$ cat src/rtl/heart_beat_pkg.sv
`default_nettype none
// ============================================================================
// Module  : heart_beat_pkg
// Purpose : Shared types and default timing constants for the heartbeat
//           generator / monitor pair.
// Revision: 1.0 - initial release
// ============================================================================
package heart_beat_pkg;

    // Monitor FSM states; the encoding is exported on state_o.
    typedef enum logic [1:0] {
        HB_IDLE    = 2'd0,
        HB_LOCKING = 2'd1,
        HB_LOCKED  = 2'd2,
        HB_LOST    = 2'd3
    } hb_state_e;

    // Nominal heartbeat shape produced by the generator.
    localparam int c_def_period     = 64;
    localparam int c_def_high       = 32;

    // Default acceptance window and lock depth on the receive side.
    localparam int c_def_min_period = 60;
    localparam int c_def_max_period = 68;
    localparam int c_def_lock_cnt   = 4;

endpackage : heart_beat_pkg
`default_nettype wire

$ cat src/rtl/hb_sync_edge.sv
`default_nettype none
// ============================================================================
// Module  : hb_sync_edge
// Purpose : Brings the heartbeat into the clk domain and produces a one-cycle
//           rise strobe on each 0->1 transition.
// Revision: 1.0 - initial release
// ============================================================================
module hb_sync_edge #(
    parameter int SYNC_EN = 1
) (
    input  logic clk,
    input  logic reset_n,
    input  logic hb_in,
    output logic rise
);

    logic w_sync;
    logic r_sync_d;

    generate
        if (SYNC_EN != 0) begin : g_sync2
            logic r_meta;
            logic r_sync;

            // Two-flop synchroniser for a heartbeat from a foreign domain.
            always_ff @(posedge clk or negedge reset_n) begin
                if (!reset_n) begin
                    r_meta <= 1'b0;
                    r_sync <= 1'b0;
                end else begin
                    r_meta <= hb_in;
                    r_sync <= r_meta;
                end
            end

            assign w_sync = r_sync;
        end else begin : g_sync1
            logic r_sync;

            // Single capture stage when the heartbeat is already clk-synchronous.
            always_ff @(posedge clk or negedge reset_n) begin
                if (!reset_n) begin
                    r_sync <= 1'b0;
                end else begin
                    r_sync <= hb_in;
                end
            end

            assign w_sync = r_sync;
        end
    endgenerate

    // Delayed copy of the synchronised level for edge detection.
    always_ff @(posedge clk or negedge reset_n) begin
        if (!reset_n) begin
            r_sync_d <= 1'b0;
        end else begin
            r_sync_d <= w_sync;
        end
    end

    assign rise = w_sync & ~r_sync_d;

endmodule : hb_sync_edge
`default_nettype wire

$ cat src/rtl/heart_beat_monitor.sv
`default_nettype none
// ============================================================================
// Module  : heart_beat_monitor
// Purpose : Receive side of the heartbeat link. Measures the rise-to-rise
//           period, checks it against [MIN_PERIOD, MAX_PERIOD], tracks
//           lock/loss and keeps a saturating error count.
// Revision: 1.0 - initial release
// ============================================================================
module heart_beat_monitor
    import heart_beat_pkg::*;
#(
    parameter int CNT_W      = 16,
    parameter int MIN_PERIOD = c_def_min_period,
    parameter int MAX_PERIOD = c_def_max_period,
    parameter int LOCK_CNT   = c_def_lock_cnt,
    parameter int ERR_W      = 8,
    parameter int SYNC_EN    = 1
) (
    input  logic             clk,
    input  logic             reset_n,
    input  logic             hb_in,
    input  logic             clr_err,
    output logic             hb_alive,
    output logic             hb_lost,
    output logic [CNT_W-1:0] hb_period,
    output logic             period_valid,
    output logic [ERR_W-1:0] err_cnt,
    output logic [1:0]       state_o
);

    localparam int c_gc_w = $clog2(LOCK_CNT + 1);

    localparam logic [CNT_W-1:0]  c_min_period = CNT_W'(MIN_PERIOD);
    localparam logic [CNT_W-1:0]  c_max_period = CNT_W'(MAX_PERIOD);
    localparam logic [CNT_W-1:0]  c_timeout    = CNT_W'(MAX_PERIOD + 1);
    localparam logic [c_gc_w-1:0] c_lock_cnt   = c_gc_w'(LOCK_CNT);

    // Parameter sanity: the timeout value must be representable, the window
    // must be non-empty and locking needs at least one good period.
    generate
        if (MAX_PERIOD + 1 >= 2 ** CNT_W) begin : g_chk_cnt_w
            $error("heart_beat_monitor: CNT_W too narrow for MAX_PERIOD+1");
        end
        if (MIN_PERIOD > MAX_PERIOD) begin : g_chk_window
            $error("heart_beat_monitor: MIN_PERIOD must not exceed MAX_PERIOD");
        end
        if (LOCK_CNT < 1) begin : g_chk_lock_cnt
            $error("heart_beat_monitor: LOCK_CNT must be at least 1");
        end
    endgenerate

    logic              w_rise;
    logic              w_good;
    logic              w_timeout;
    logic              w_err_inc;
    logic              w_lost_set;
    logic              w_pv;
    logic [c_gc_w-1:0] w_good_inc;
    logic [c_gc_w-1:0] w_good_cnt_nxt;
    hb_state_e         w_state_nxt;

    hb_state_e         r_state;
    logic [c_gc_w-1:0] r_good_cnt;
    logic [CNT_W-1:0]  r_per;
    logic [CNT_W-1:0]  r_hb_period;
    logic              r_period_valid;
    logic [ERR_W-1:0]  r_err_cnt;
    logic              r_hb_lost;

    hb_sync_edge #(
        .SYNC_EN (SYNC_EN)
    ) u_sync_edge (
        .clk     (clk),
        .reset_n (reset_n),
        .hb_in   (hb_in),
        .rise    (w_rise)
    );

    assign w_good     = (r_per >= c_min_period) && (r_per <= c_max_period);
    assign w_good_inc = r_good_cnt + 1'b1;

    // A rise on the timeout cycle takes priority, so timeout requires ~rise.
    assign w_timeout  = (r_per == c_timeout) && !w_rise &&
                        ((r_state == HB_LOCKING) || (r_state == HB_LOCKED));

    // Period counter: restarts at 1 on each rise, otherwise counts and saturates.
    always_ff @(posedge clk or negedge reset_n) begin
        if (!reset_n) begin
            r_per <= '0;
        end else if (w_rise) begin
            r_per <= CNT_W'(1);
        end else if (r_per != '1) begin
            r_per <= r_per + 1'b1;
        end
    end

    // Lock FSM next-state and event decode.
    always_comb begin
        w_state_nxt    = r_state;
        w_good_cnt_nxt = r_good_cnt;
        w_err_inc      = 1'b0;
        w_lost_set     = 1'b0;
        w_pv           = 1'b0;
        case (r_state)
            HB_IDLE: begin
                // First edge has no predecessor, so it only arms the monitor.
                if (w_rise) begin
                    w_state_nxt    = HB_LOCKING;
                    w_good_cnt_nxt = '0;
                end
            end
            HB_LOCKING: begin
                if (w_rise) begin
                    w_pv = 1'b1;
                    if (w_good) begin
                        if (w_good_inc == c_lock_cnt) begin
                            w_state_nxt = HB_LOCKED;
                        end
                        w_good_cnt_nxt = w_good_inc;
                    end else begin
                        w_good_cnt_nxt = '0;
                        w_err_inc      = 1'b1;
                    end
                end else if (w_timeout) begin
                    w_state_nxt = HB_LOST;
                    w_lost_set  = 1'b1;
                    w_err_inc   = 1'b1;
                end
            end
            HB_LOCKED: begin
                if (w_rise) begin
                    w_pv = 1'b1;
                    if (!w_good) begin
                        w_state_nxt    = HB_LOCKING;
                        w_good_cnt_nxt = '0;
                        w_err_inc      = 1'b1;
                    end
                end else if (w_timeout) begin
                    w_state_nxt = HB_LOST;
                    w_lost_set  = 1'b1;
                    w_err_inc   = 1'b1;
                end
            end
            HB_LOST: begin
                // Period across a loss is meaningless; restart locking from scratch.
                if (w_rise) begin
                    w_state_nxt    = HB_LOCKING;
                    w_good_cnt_nxt = '0;
                end
            end
            default: begin
                w_state_nxt    = HB_IDLE;
                w_good_cnt_nxt = '0;
            end
        endcase
    end

    // Lock FSM state and good-period counter registers.
    always_ff @(posedge clk or negedge reset_n) begin
        if (!reset_n) begin
            r_state    <= HB_IDLE;
            r_good_cnt <= '0;
        end else begin
            r_state    <= w_state_nxt;
            r_good_cnt <= w_good_cnt_nxt;
        end
    end

    // Capture the measured period and strobe period_valid alongside it.
    always_ff @(posedge clk or negedge reset_n) begin
        if (!reset_n) begin
            r_hb_period    <= '0;
            r_period_valid <= 1'b0;
        end else begin
            r_period_valid <= w_pv;
            if (w_pv) begin
                r_hb_period <= r_per;
            end
        end
    end

    // Saturating error count; a same-cycle clear beats an increment.
    always_ff @(posedge clk or negedge reset_n) begin
        if (!reset_n) begin
            r_err_cnt <= '0;
        end else if (clr_err) begin
            r_err_cnt <= '0;
        end else if (w_err_inc && (r_err_cnt != '1)) begin
            r_err_cnt <= r_err_cnt + 1'b1;
        end
    end

    // Sticky loss flag; a same-cycle loss beats a clear so no event is missed.
    always_ff @(posedge clk or negedge reset_n) begin
        if (!reset_n) begin
            r_hb_lost <= 1'b0;
        end else if (w_lost_set) begin
            r_hb_lost <= 1'b1;
        end else if (clr_err) begin
            r_hb_lost <= 1'b0;
        end
    end

    assign hb_alive     = (r_state == HB_LOCKED);
    assign state_o      = r_state;
    assign hb_lost      = r_hb_lost;
    assign hb_period    = r_hb_period;
    assign period_valid = r_period_valid;
    assign err_cnt      = r_err_cnt;

endmodule : heart_beat_monitor
`default_nettype wire

$ cat config.mk
export PLATFORM = sky130hd
export DESIGN_NAME = heart_beat_monitor
export DESIGN_NICKNAME = d
export VERILOG_FILES = /design/src/rtl/heart_beat_pkg.sv /design/src/rtl/hb_sync_edge.sv /design/src/rtl/heart_beat_monitor.sv
export SDC_FILE = /design/constraint.sdc
export NUM_CORES = 1
export LEC_CHECK = 0
export ABC_AREA = 1
export CORE_ASPECT_RATIO = 0.5
export CORE_MARGIN = 1.5
export CORE_UTILIZATION = 40
export CTS_BUF_LIST = sky130_fd_sc_hd__clkbuf_8
export CTS_CLUSTER_DIAMETER = 200
export DETAILED_ROUTE_END_ITERATION = 16
export PLACE_DENSITY = 0.57
export SETUP_SLACK_MARGIN = 0.1
export SKIP_CTS_REPAIR_TIMING = 1
export SYNTH_ARGS = -nofsm -noshare
export SYNTH_HDL_FRONTEND = slang
export SYNTH_SLANG_ARGS = --single-unit
$ cat constraint.sdc
create_clock -name clk -period 3.11 [get_ports clk]
set_input_delay 0.622 -clock clk [delete_from_list [all_inputs] [get_ports clk]]
set_output_delay 0.622 -clock clk [all_outputs]
set_load 0.01 [all_outputs]
==> run summary <==
CLOCKING
-------------------------------------------------------------------------------------
Clk pin slew, worst setup/hold paths                                           100 ps
Buffers from clock root to sink, at most                                            2
Clock root buffer                                                            clkbuf_8
CTS tree                                                                         done
Total CTS buffers                                                                   5
Clock sink total                                                                   50
Number of levels the H-tree was split into                                          2
Clock insertion delay at the later pin of the skew report                      310 ps

CRITICAL PATH
-------------------------------------------------------------------------------------
Type of the worst setup path                                             flip-flop to primary output
Launching element type of the critical path                                 flip-flop
CP required                                                                   2490 ps
Largest driver fanout on the critical path                                          5
CP bufs+invs                                                                        2
Cell count of the worst reg-to-reg path                                            10
Reg2reg setup slack                                                           1030 ps
Crit path arrival time                                                        1670 ps
Reg-to-reg critical path endpoint                                          err_cnt[1]
Largest incremental delay on the critical path                                 570 ps
Cell-by-cell listing of the critical path                                inv_1 -> ha_1 -> clkdlybuf4s50_1
Setup crit end kind                                                      primary output
Gate family responsible for the most delay along the worst path          buffers and inverters
Startpoint of the worst-slack reg-to-reg timing path                       state_o[0]
Slowest stage cell, crit path                                            clkdlybuf4s50_1

SYNTH
-------------------------------------------------------------------------------------
Count of state elements after synthesis                                            50
Fraction of synthesized cell area taken by the top area cell type               44.7%
Cell taking the most area after synthesis                                     dfrtp_1
Count of mapped cells out of synthesis                                            355
Average cell area after synthesis                                            7.88 um2
Number of nets in the synthesized netlist                                         368
Cell variety after synth                                                           33
Biggest area contributors in the synthesized netlist                     dfrtp_1, nand2_1, nand3_1, inv_1, nor2_1
Number of warnings reported in the yosys synthesis log                              0
Post-synthesis sequential area ratio                                            44.7%
Total standard cell area after synthesis                                     2800 um2

GLOBAL ROUTE
-------------------------------------------------------------------------------------
Overflow left after global routing                                                  0
Global-route wire length before repair                                       11500 um
Total routing resource utilization after global routing                         19.3%
Number of antenna violations at the first check in global routing                   0
Largest net degree at the start of global routing                                  31
Via count of the first global-routing pass                                       2351

FLOORPLAN
-------------------------------------------------------------------------------------
Die outline height                                                            62.1 um
Io pins                                                                            33
Core footprint                                                               6730 um2
Row count                                                                          21
Die Footprint                                                                7530 um2
Effective utilization at floorplan                                              41.6%
Die Width                                                                      121 um

POWER
-------------------------------------------------------------------------------------
Overall power after layout                                                    1.96 mW
Total leakage power                                                           1.63 nW
Maximum VDD drop                                                           0.000289 V
PwrDens                                                                    590 nW/um2

TIMING
-------------------------------------------------------------------------------------
Highest clock rate                                                            437 MHz
Final count of pins violating max slew                                              0
RSZ-0062 raised after global routing                                            false
Setup-violating endpoint count in the final report                                  0
Worst Tran Pin Value                                                           747 ps
Fin. Hold Viols                                                                     0
Fin Setup TNS                                                                    0 ps
Time the final worst path needs with I/O delays and setup                     2290 ps
Max-slew headroom                                                               50.2%
Fin Clk Skew                                                                  6.47 ps
Final period util                                                               73.6%

PLACE
-------------------------------------------------------------------------------------
Weighted congestion at the end of routability-driven global placement           0.931
Final HPWL DP                                                                 4980 um
Dpl cells                                                                         474
Port buffer count                                                                  32
Area of placed instances                                                     3210 um2

RUN
-------------------------------------------------------------------------------------
Count of maximum capacitance violations                                             0

CELLS AND AREA
-------------------------------------------------------------------------------------
Highest-count cells in the layout ignoring fill and taps                 nand2_1, dfrtp_1, inv_1
Proportion of layout cells with a drive suffix above 1                          8.72%
Footprint of the multi-input gates                                           1350 um2
NumNets Final                                                                     402
Post-layout util                                                                49.5%
Most frequent standard cell in the layout excluding fill and tap cells        nand2_1
Final antenna diode count                                                           0
Final std cells w/o fill                                                          482
Post-route cell area                                                         3330 um2
Synth-to-Final Area Change                                                      19.0%
Sequential cell area                                                         1250 um2
Fill cell instance count of the final layout                                      671

DRT
-------------------------------------------------------------------------------------
Post-detailed-route count of antenna-violating nets                                 0
Starting DRC count in detailed routing                                            157
Avg Vias per Cell                                                                5.09
DRC                                                                                 0
Count of vias placed by the detailed router                                      2454
Pre-Repair DR Iteration Count                                                       5
Final routed wirelength across all metal layers                               6640 um
Average routed wire per standard cell                                         13.8 um

MIN PATH
-------------------------------------------------------------------------------------
Class of the most critical hold timing path                              input pin to async pin

STATUS
-------------------------------------------------------------------------------------
Run status                                                                  completed

## routing by layer
layer	share of wire [%]	track usage [%]	vias to the layer above	wire, um
met4	0.26	3.97	0	17
met1	51	29.7	1156	3420
li1	-	-	1226	-
met2	42	27.1	70	2770
met3	6.6	4.87	2	440
met5	0	0	-	0
## report_power, final
group          internal [mW]  leakage (nW)  switching, mW
Sequential             0.735         0.674         0.0897
Combinational          0.251         0.892          0.385
Clock                  0.265        0.0618          0.236
## metrics by stage
stage / setup slack (ps) / hold WS, ps
CTS: 781 / 341
detailed placement: 1050 / 336
global placement: 1130 / 334
floorplan: 1350 / 326
finish: 821 / 321
global route: 719 / 354
## worst reg2reg max path, delay by kind of cell, from the launching register on
family | cells | cell delay [ps]
AND/OR/NAND/NOR | 7 | 950
flip-flops | 1 | 440
adder cells (fa/ha/maj) | 1 | 350
buffers and inverters | 2 | 240
## layout make-up
class / count / share of cell area, %
Sequential cell: 50 / 37.6
Clock inverter: 2 / 1.17
Tap cell: 92 / 3.46
Clock buffer: 6 / 2.48
Inverter: 46 / 5.19
Multi-Input combinational cell: 253 / 40.4
Timing Repair Buffer: 33 / 9.70
## synth_stat cells
cell / instances
nor2_1: 35
inv_1: 40
nor3_2: 2
nand4_1: 13
nand3_1: 37
buf_2: 1
inv_2: 4
nand4_2: 1
nand3_2: 1
xor2_1: 5
clkinv_1: 2
nor3_1: 11
a211oi_1: 1
and2_2: 1
dfrtp_1: 50
a31oi_1: 2
a41oi_1: 1
o21ai_0: 19
nand2_1: 84
a21oi_1: 7
buf_4: 1
nor2_8: 1
nand2_4: 4
nand3_4: 1
nor2_2: 2
ha_1: 9
o31ai_1: 2
clkbuf_1: 4
nand3b_1: 2
nor2_4: 2
o21ai_1: 3
nand2_2: 5
xnor2_1: 2
## worst max path at each step
| stage | startpoint | to | slack [ps] | cells after the start |
|---|---|---|---|---|
| 2_1_floorplan | state_o[0] | err_cnt[7] | 1350 | 10 |
| 3_3_place_gp | state_o[0] | err_cnt[7] | 1130 | 10 |
| 3_5_place_dp | state_o[0] | err_cnt[1] | 1050 | 10 |
| 4_1_cts | state_o[0] | hb_alive | 780 | 3 |
| 5_1_grt | state_o[0] | hb_alive | 720 | 3 |
| 6_report | state_o[0] | hb_alive | 820 | 3 |
## cell families after synthesis
group	Yosys count	synth area share (%)
flops	50	44.7
fa+ha+maj	9	4.03
simple gates	202	35.1
xor+xnor	7	2.19
buf+inv	52	7.16
compound gates	35	6.76
## registers in the layout, indices dropped and copies added (netlist names)
signal,flops
u_sync_edge.g_sync2.r_sync,1
r_per,16
err_cnt,8
period_valid,1
u_sync_edge.r_sync_d,1
hb_lost,1
state_o,2
hb_period,16
r_good_cnt,3
u_sync_edge.g_sync2.r_meta,1
(Power assumes the default switching activity.)
